### src/rtl/bit_scan_iter_pkg.sv
// Shared GPGPU types used by the set-bit iterator and its bus interface.
//   scan_mode_e : iteration order captured with each mask
package bit_scan_iter_pkg;

    typedef enum logic {
        SCAN_LSB_FIRST = 1'b0,
        SCAN_MSB_FIRST = 1'b1
    } scan_mode_e;

endpackage

### src/rtl/bit_scan_iter_if.sv
// Mask-in / index-out handshake bundle for bit_scan_iter.
//   in_*  : mask producer side (valid/ready, mask, scan order)
//   out_* : index consumer side (valid/ready, index, last flag, pending count)
//   master: producer/consumer (bench or upstream logic)
//   slave : the iterator itself
interface bit_scan_iter_if #(
    parameter int unsigned WIDTH = 32
);
    import bit_scan_iter_pkg::*;

    localparam int unsigned IDX_W = $clog2(WIDTH);
    localparam int unsigned CNT_W = $clog2(WIDTH + 1);

    logic             in_valid_i;
    logic             in_ready_o;
    logic [WIDTH-1:0] in_mask_i;
    scan_mode_e       in_mode_i;

    logic             out_valid_o;
    logic             out_ready_i;
    logic [IDX_W-1:0] out_idx_o;
    logic             out_last_o;
    logic [CNT_W-1:0] out_left_o;

    modport master (
        output in_valid_i, in_mask_i, in_mode_i, out_ready_i,
        input  in_ready_o, out_valid_o, out_idx_o, out_last_o, out_left_o
    );

    modport slave (
        input  in_valid_i, in_mask_i, in_mode_i, out_ready_i,
        output in_ready_o, out_valid_o, out_idx_o, out_last_o, out_left_o
    );

endinterface

### src/rtl/bit_scan_iter_zero_counter.sv
// Combinational zero counter.
//   data_i  : vector to examine
//   count_o : MODE 0 -> trailing zeros, MODE 1 -> leading zeros; WIDTH when empty
//   empty_o : data_i is all zero
module zero_counter #(
    parameter int unsigned WIDTH = 32,
    parameter bit          MODE  = 1'b0
) (
    input  logic [WIDTH-1:0]           data_i,
    output logic [$clog2(WIDTH+1)-1:0] count_o,
    output logic                       empty_o
);
    localparam int unsigned CNT_W = $clog2(WIDTH + 1);

    // Walk away from the counted end; the last hit is the nearest set bit.
    always_comb begin
        count_o = CNT_W'(WIDTH);
        for (int unsigned k = 0; k < WIDTH; k++) begin
            if (MODE == 1'b0) begin
                if (data_i[WIDTH-1-k]) count_o = CNT_W'(WIDTH - 1 - k);
            end else begin
                if (data_i[k]) count_o = CNT_W'(WIDTH - 1 - k);
            end
        end
    end

    assign empty_o = ~|data_i;

endmodule

### src/rtl/bit_scan_iter.sv
// Sequential set-bit iterator: takes a WIDTH-bit mask and emits the index of
// each set bit, one per cycle, LSB-first or MSB-first per mask.
//   clk_i   : clock
//   rst_i   : synchronous active-high reset
//   flush_i : synchronous abort of the current mask (no done pulse)
//   bus     : mask input / index output handshakes (slave side)
//   done_o  : one-cycle registered pulse when a mask has fully drained
// Note: in SCAN, bus.in_ready_o depends combinationally on bus.out_ready_i so
// a new mask can load on the final beat of the current one.
module bit_scan_iter #(
    parameter int unsigned WIDTH = 32
) (
    input  logic            clk_i,
    input  logic            rst_i,
    input  logic            flush_i,
    bit_scan_iter_if.slave  bus,
    output logic            done_o
);
    import bit_scan_iter_pkg::*;

    localparam int unsigned IDX_W = $clog2(WIDTH);
    localparam int unsigned CNT_W = $clog2(WIDTH + 1);

    if (WIDTH < 2) begin : g_bad_width
        $fatal(1, "bit_scan_iter: WIDTH must be >= 2");
    end
    if ($bits(bus.in_mask_i) != WIDTH) begin : g_bad_bus
        $fatal(1, "bit_scan_iter: interface WIDTH does not match module WIDTH");
    end

    typedef enum logic {IDLE, SCAN} state_e;

    state_e           state_q;
    logic [WIDTH-1:0] mask_q;
    scan_mode_e       mode_q;
    logic             done_q;

    logic [WIDTH-1:0] scan_vec;
    logic [CNT_W-1:0] tz;
    logic [CNT_W-1:0] left;
    logic [IDX_W-1:0] idx;
    logic             zc_empty;
    logic             valid;
    logic             last;
    logic             beat;
    logic             accept;

    function automatic logic [CNT_W-1:0] popcount(input logic [WIDTH-1:0] v);
        logic [CNT_W-1:0] n;
        n = '0;
        for (int unsigned i = 0; i < WIDTH; i++) n = n + CNT_W'(v[i]);
        return n;
    endfunction

    // MSB-first order is handled by reversing the mask so a single
    // trailing-zero counter serves both modes.
    always_comb begin
        scan_vec = mask_q;
        if (mode_q == SCAN_MSB_FIRST) begin
            for (int unsigned i = 0; i < WIDTH; i++) scan_vec[i] = mask_q[WIDTH-1-i];
        end
    end

    zero_counter #(
        .WIDTH (WIDTH),
        .MODE  (1'b0)
    ) u_tz (
        .data_i  (scan_vec),
        .count_o (tz),
        .empty_o (zc_empty)
    );

    assign idx    = (mode_q == SCAN_MSB_FIRST) ? IDX_W'(CNT_W'(WIDTH - 1) - tz) : IDX_W'(tz);
    assign left   = popcount(mask_q);
    assign last   = (mask_q & (mask_q - WIDTH'(1))) == '0;
    assign valid  = (state_q == SCAN);
    assign beat   = valid & bus.out_ready_i;
    assign accept = bus.in_valid_i & bus.in_ready_o;

    assign bus.in_ready_o  = ~rst_i & ~flush_i & ((state_q == IDLE) | (beat & last));
    assign bus.out_valid_o = valid;
    assign bus.out_idx_o   = valid ? idx : '0;
    assign bus.out_last_o  = valid & last;
    assign bus.out_left_o  = valid ? left : '0;
    assign done_o          = done_q;

    // Beat retirement is applied first so a mask accepted on the final beat
    // overrides the return to IDLE; both completions share one done pulse.
    always_ff @(posedge clk_i) begin
        if (rst_i) begin
            state_q <= IDLE;
            mask_q  <= '0;
            mode_q  <= SCAN_LSB_FIRST;
            done_q  <= 1'b0;
        end else begin
            done_q <= 1'b0;
            if (flush_i) begin
                state_q <= IDLE;
                mask_q  <= '0;
            end else begin
                if (beat) begin
                    mask_q <= mask_q & ~(WIDTH'(1) << idx);
                    if (last) begin
                        done_q  <= 1'b1;
                        state_q <= IDLE;
                    end
                end
                if (accept) begin
                    if (|bus.in_mask_i) begin
                        mask_q  <= bus.in_mask_i;
                        mode_q  <= bus.in_mode_i;
                        state_q <= SCAN;
                    end else begin
                        done_q  <= 1'b1;
                        state_q <= IDLE;
                    end
                end
            end
        end
    end

    a_scan_nonempty: assert property (@(posedge clk_i) disable iff (rst_i)
        (state_q == SCAN) |-> !zc_empty);

endmodule
### src/flat_wrapper.sv
// flat-port wrapper written by rule: the top's interface ports become plain ports
module bit_scan_iter_flat import bit_scan_iter_pkg::*;
#(
    parameter int unsigned WIDTH = 32
)
  (clk_i, rst_i, flush_i, done_o, bus_in_valid_i, bus_in_mask_i, bus_in_mode_i, bus_out_ready_i, bus_in_ready_o, bus_out_valid_o, bus_out_idx_o, bus_out_last_o, bus_out_left_o);
  bit_scan_iter_if #(.WIDTH(WIDTH)) bus_i ();
  input  logic clk_i;
  input  logic rst_i;
  input  logic flush_i;
  output logic done_o;
  input wire logic [$bits(bus_i.in_valid_i)-1:0] bus_in_valid_i;
  input wire logic [$bits(bus_i.in_mask_i)-1:0] bus_in_mask_i;
  input wire logic [$bits(bus_i.in_mode_i)-1:0] bus_in_mode_i;
  input wire logic [$bits(bus_i.out_ready_i)-1:0] bus_out_ready_i;
  output wire logic [$bits(bus_i.in_ready_o)-1:0] bus_in_ready_o;
  output wire logic [$bits(bus_i.out_valid_o)-1:0] bus_out_valid_o;
  output wire logic [$bits(bus_i.out_idx_o)-1:0] bus_out_idx_o;
  output wire logic [$bits(bus_i.out_last_o)-1:0] bus_out_last_o;
  output wire logic [$bits(bus_i.out_left_o)-1:0] bus_out_left_o;
  assign bus_i.in_valid_i = bus_in_valid_i;
  assign bus_i.in_mask_i = bus_in_mask_i;
  assign bus_i.in_mode_i = bus_in_mode_i;
  assign bus_i.out_ready_i = bus_out_ready_i;
  assign bus_in_ready_o = bus_i.in_ready_o;
  assign bus_out_valid_o = bus_i.out_valid_o;
  assign bus_out_idx_o = bus_i.out_idx_o;
  assign bus_out_last_o = bus_i.out_last_o;
  assign bus_out_left_o = bus_i.out_left_o;
  bit_scan_iter #(.WIDTH(WIDTH)) u_core (.clk_i(clk_i), .rst_i(rst_i), .flush_i(flush_i), .bus(bus_i), .done_o(done_o));
endmodule
### config.mk
export PLATFORM = sky130hd
export DESIGN_NAME = bit_scan_iter_flat
export DESIGN_NICKNAME = d
export VERILOG_FILES = /design/src/rtl/bit_scan_iter_pkg.sv /design/src/rtl/bit_scan_iter_if.sv /design/src/rtl/bit_scan_iter_zero_counter.sv /design/src/rtl/bit_scan_iter.sv /design/src/flat_wrapper.sv
export SDC_FILE = /design/constraint.sdc
export NUM_CORES = 1
export LEC_CHECK = 0
export CAP_MARGIN = 15
export CORE_MARGIN = 2
export CORE_UTILIZATION = 55
export DETAILED_ROUTE_END_ITERATION = 16
export DONT_BUFFER_PORTS = 1
export PLACE_DENSITY = 0.69
export SYNTH_ARGS = -nofsm -noshare
export SYNTH_HDL_FRONTEND = slang
export SYNTH_HIERARCHICAL = 1
export SYNTH_SLANG_ARGS = --single-unit
export TNS_END_PERCENT = 100
### constraint.sdc
create_clock -name clk_i -period 17.6 [get_ports clk_i]
set_input_delay 3.52 -clock clk_i [delete_from_list [all_inputs] [get_ports clk_i]]
set_output_delay 3.52 -clock clk_i [all_outputs]
set_load 0.02 [all_outputs]
==> reports/metrics.sh <==
CLOCK_TREE.BUFFER_DEPTH=2
N_ANTENNA_CELL=0
POST_ROUTE_DRC=0
SWITCHINGPOWER_uW=124
CRITPATHREQUIREDTIME_NS=14.08
WHS_NS=0.799
STARTPOINT_TYPE='flip-flop'
CLOCKROOTBUFFER='clkbuf_8'
CLOCK-SKEW-FINAL_NS=0.00772
TOTAL_LENGTH_OF_ROUTED_WIRES_UM=12300
SYN_AREA_PER_CELL_UM2=8.06
DRTANTENNAVIOLNETS=0
LAYOUT.CELLS.MOST_COMMON_LIST='inv_1 (54), o21ai_0 (46), nand2_1 (41), nor2_1 (36), dfxtp_1 (34)'
ROUTED_VIA_DENSITY=6.45
NETSWITCHINGFRACTION=0.419
POST_CTS.RESIZED_INSTANCES=0
POST_CTS_HOLD_BUFFER_COUNT=0
FINAL_MIN_PERIOD_OVER_CLOCK_PERIOD=0.501
FIRST_PASS_GRT_WIRE_LENGTH_UM=19200
REPORT.FINAL.SETUP_VIOL=0
WORST_SLEW_PIN_SLEW_NS=1.12
RUN_STATUS='completed'
HP-CLASS='reg -> reg'
DETAILEDROUTE.FIRSTITERATIONVIOLATIONS=400
TIMING.MAX_CAP.VIOLATIONS=0
POWER_DENSITY_OVER_THE_CELLS_nW_PER_UM2=70.4
INSTANCES_NO_FILL=589
HTREE_LEVELS=2
PLACED_INSTANCE_AREA_UM2=4090
REGISTER_AREA_UM2=702
DIE_H_UM=89.9
NUMBER_OF_GLOBAL_ROUTE_VIAS_BEFORE_REPAIR=3503
ROUTE.DETAILED.WL_PER_INST_UM=20.8
FINALMAXSLEWVIOLATIONS=0
INITIAL_CORE_UTILIZATION=0.563
REPORT.POWER.TOTAL_uW=295
GRT_SETUP_UNREPAIRED='false'
POST-ROUTE-MIN-PERIOD_NS=8.82
VDD_DROP_MAX_mV=0.0533
TNS_NS=0
YOSYSWARNINGCOUNT=6
FINALHOLDVIOLCOUNT=0
WORST_SLEW_MARGIN_REL=0.243
CLOCK_POWER_SHARE=0.224
GRT_START_MAX_NET_PINS=81
POWER_REPORT.INTERNAL_TOTAL_uW=171
HPWLAFTERDP_UM=9620
FULL_DIE_AREA_UM2=8090
INSERTED_CLOCK_BUFFERS=5
SEQ_POWER_SHARE=0.301
GP_CONGESTION=0.954
FINAL_LAYOUT_SIZE_SUFFIX_GT1_FRAC=0.127
PORT-BUFFER-COUNT=0
CRITICAL_PATH.MAX_FANOUT=7
GRT-OVFL-TOTAL=0
GRTUSAGETOTAL=0.301
CRIT_PATH_END_KIND='output port'
CTS.SINKS=35
DRT_PASS1_ITERATIONS=6
AREA_GROWTH_SYN_TO_LAYOUT_PCT=3.11
MAX_FREQ_MHz=113
LAYOUT.CELLS.MOST_COMMON='inv_1'
CTS.CLK_SLEW.WORST_PATHS_NS=0.07
CTS_TREE='yes'
POST_SYNTH_INSTANCE_AREA_UM2=4060
SYNTH_FP_NETS=575
CRITICALPATHCATEGORY='reg -> out'
FILLERINSTANCES=719
CORE-AREA_UM2=7210
MULTIINPUTGATEAREA_UM2=3040
SYNTHCELLS=504
NUM_VIAS=3800
FLOORPLAN.ROWS=31
LEAKAGEPOWER_nW=1.76
LAYOUT.NETS=560
BOUNDARYPINS=53
PLACE.DETAILED.INSTANCES=581
DIE_OUTLINE_WIDTH_UM=89.9
POSTCTSSETUPREPAIRBUFS=0
FINAL_DESIGN_AREA_NO_FILL_UM2=4190
WORST_EP_ARRIVAL_TIME_NS=5.30
GRT_ANTENNA_BEFORE_REPAIR=0
P_COMB_FRAC=0.475
CLOCK_NETWORK_LATENCY_TO_THE_LATER_PIN_OF_THE_WORST_SKEW_PAIR_NS=0.29
[final timing paths]
kind	start	to	slack (ns)	depth (start not counted)
worst max-delay path	u_core/mask_q[23]	bus_out_left_o[4]	8.78	14
worst min-delay path	u_core/mask_q[31]	u_core/mask_q[31]	0.80	2
worst max register to register	u_core/mask_q[0]	u_core/mask_q[18]	13.09	10
worst min register to register	u_core/mask_q[31]	u_core/mask_q[31]	0.80	2
[layer usage]
metal / GRT usage / vias to the layer above / part of all wire
met5: 0 / - / 0
met2: 0.468 / 208 / 0.45
li1: - / 1770 / -
met1: 0.426 / 1789 / 0.43
met4: 0.0692 / 0 / 0.024
met3: 0.0721 / 33 / 0.092
[registers in the layout, indices dropped and copies added (netlist names)]
signal and cells:
u_core/mask_q 32, u_core/bus.out_valid_o 1, u_core/done_o 1, u_core/mode_q 1
[stage by stage]
step / setup slack, ns / utilization
final: 8.78 / 0.580
after global routing: 8.53 / 0.580
after CTS: 8.79 / 0.580
after detailed placement: 9.12 / 0.566
after global placement: 9.14 / 0.566
after floorplan: 9.37 / -
[critical path, stage by stage (launching register included)]
cell	delay [ns]
dfxtp_1	0.49
inv_1	0.12
fa_1	0.57
fa_1	0.44
fa_1	0.57
fa_1	0.46
fa_1	0.49
fa_1	0.50
inv_1	0.05
ha_1	0.20
fa_1	0.40
a21o_1	0.17
a21oi_1	0.17
xnor2_1	0.13
and2_1	0.25
[area by class of cell]
class                           instances  share of cell area
Inverter                               54              0.0484
Clock buffer                            8              0.0239
Sequential cell                        35               0.168
Tap cell                               99              0.0296
Multi-Input combinational cell        391               0.727
Timing Repair Buffer                    2             0.00359
[power by group through the flow]
stage / Clock (mW) / Combinational [mW] / Sequential [mW]
finish: 0.0660 / 0.140 / 0.0887
floorplan: 0 / 0.107 / 0.0875
CTS: 0.0664 / 0.138 / 0.0883
global route: 0.0693 / 0.157 / 0.0890
detailed placement: 0 / 0.137 / 0.0901
global placement: 0 / 0.136 / 0.0901
No activity file was read; power rests on OpenSTA's default activity.
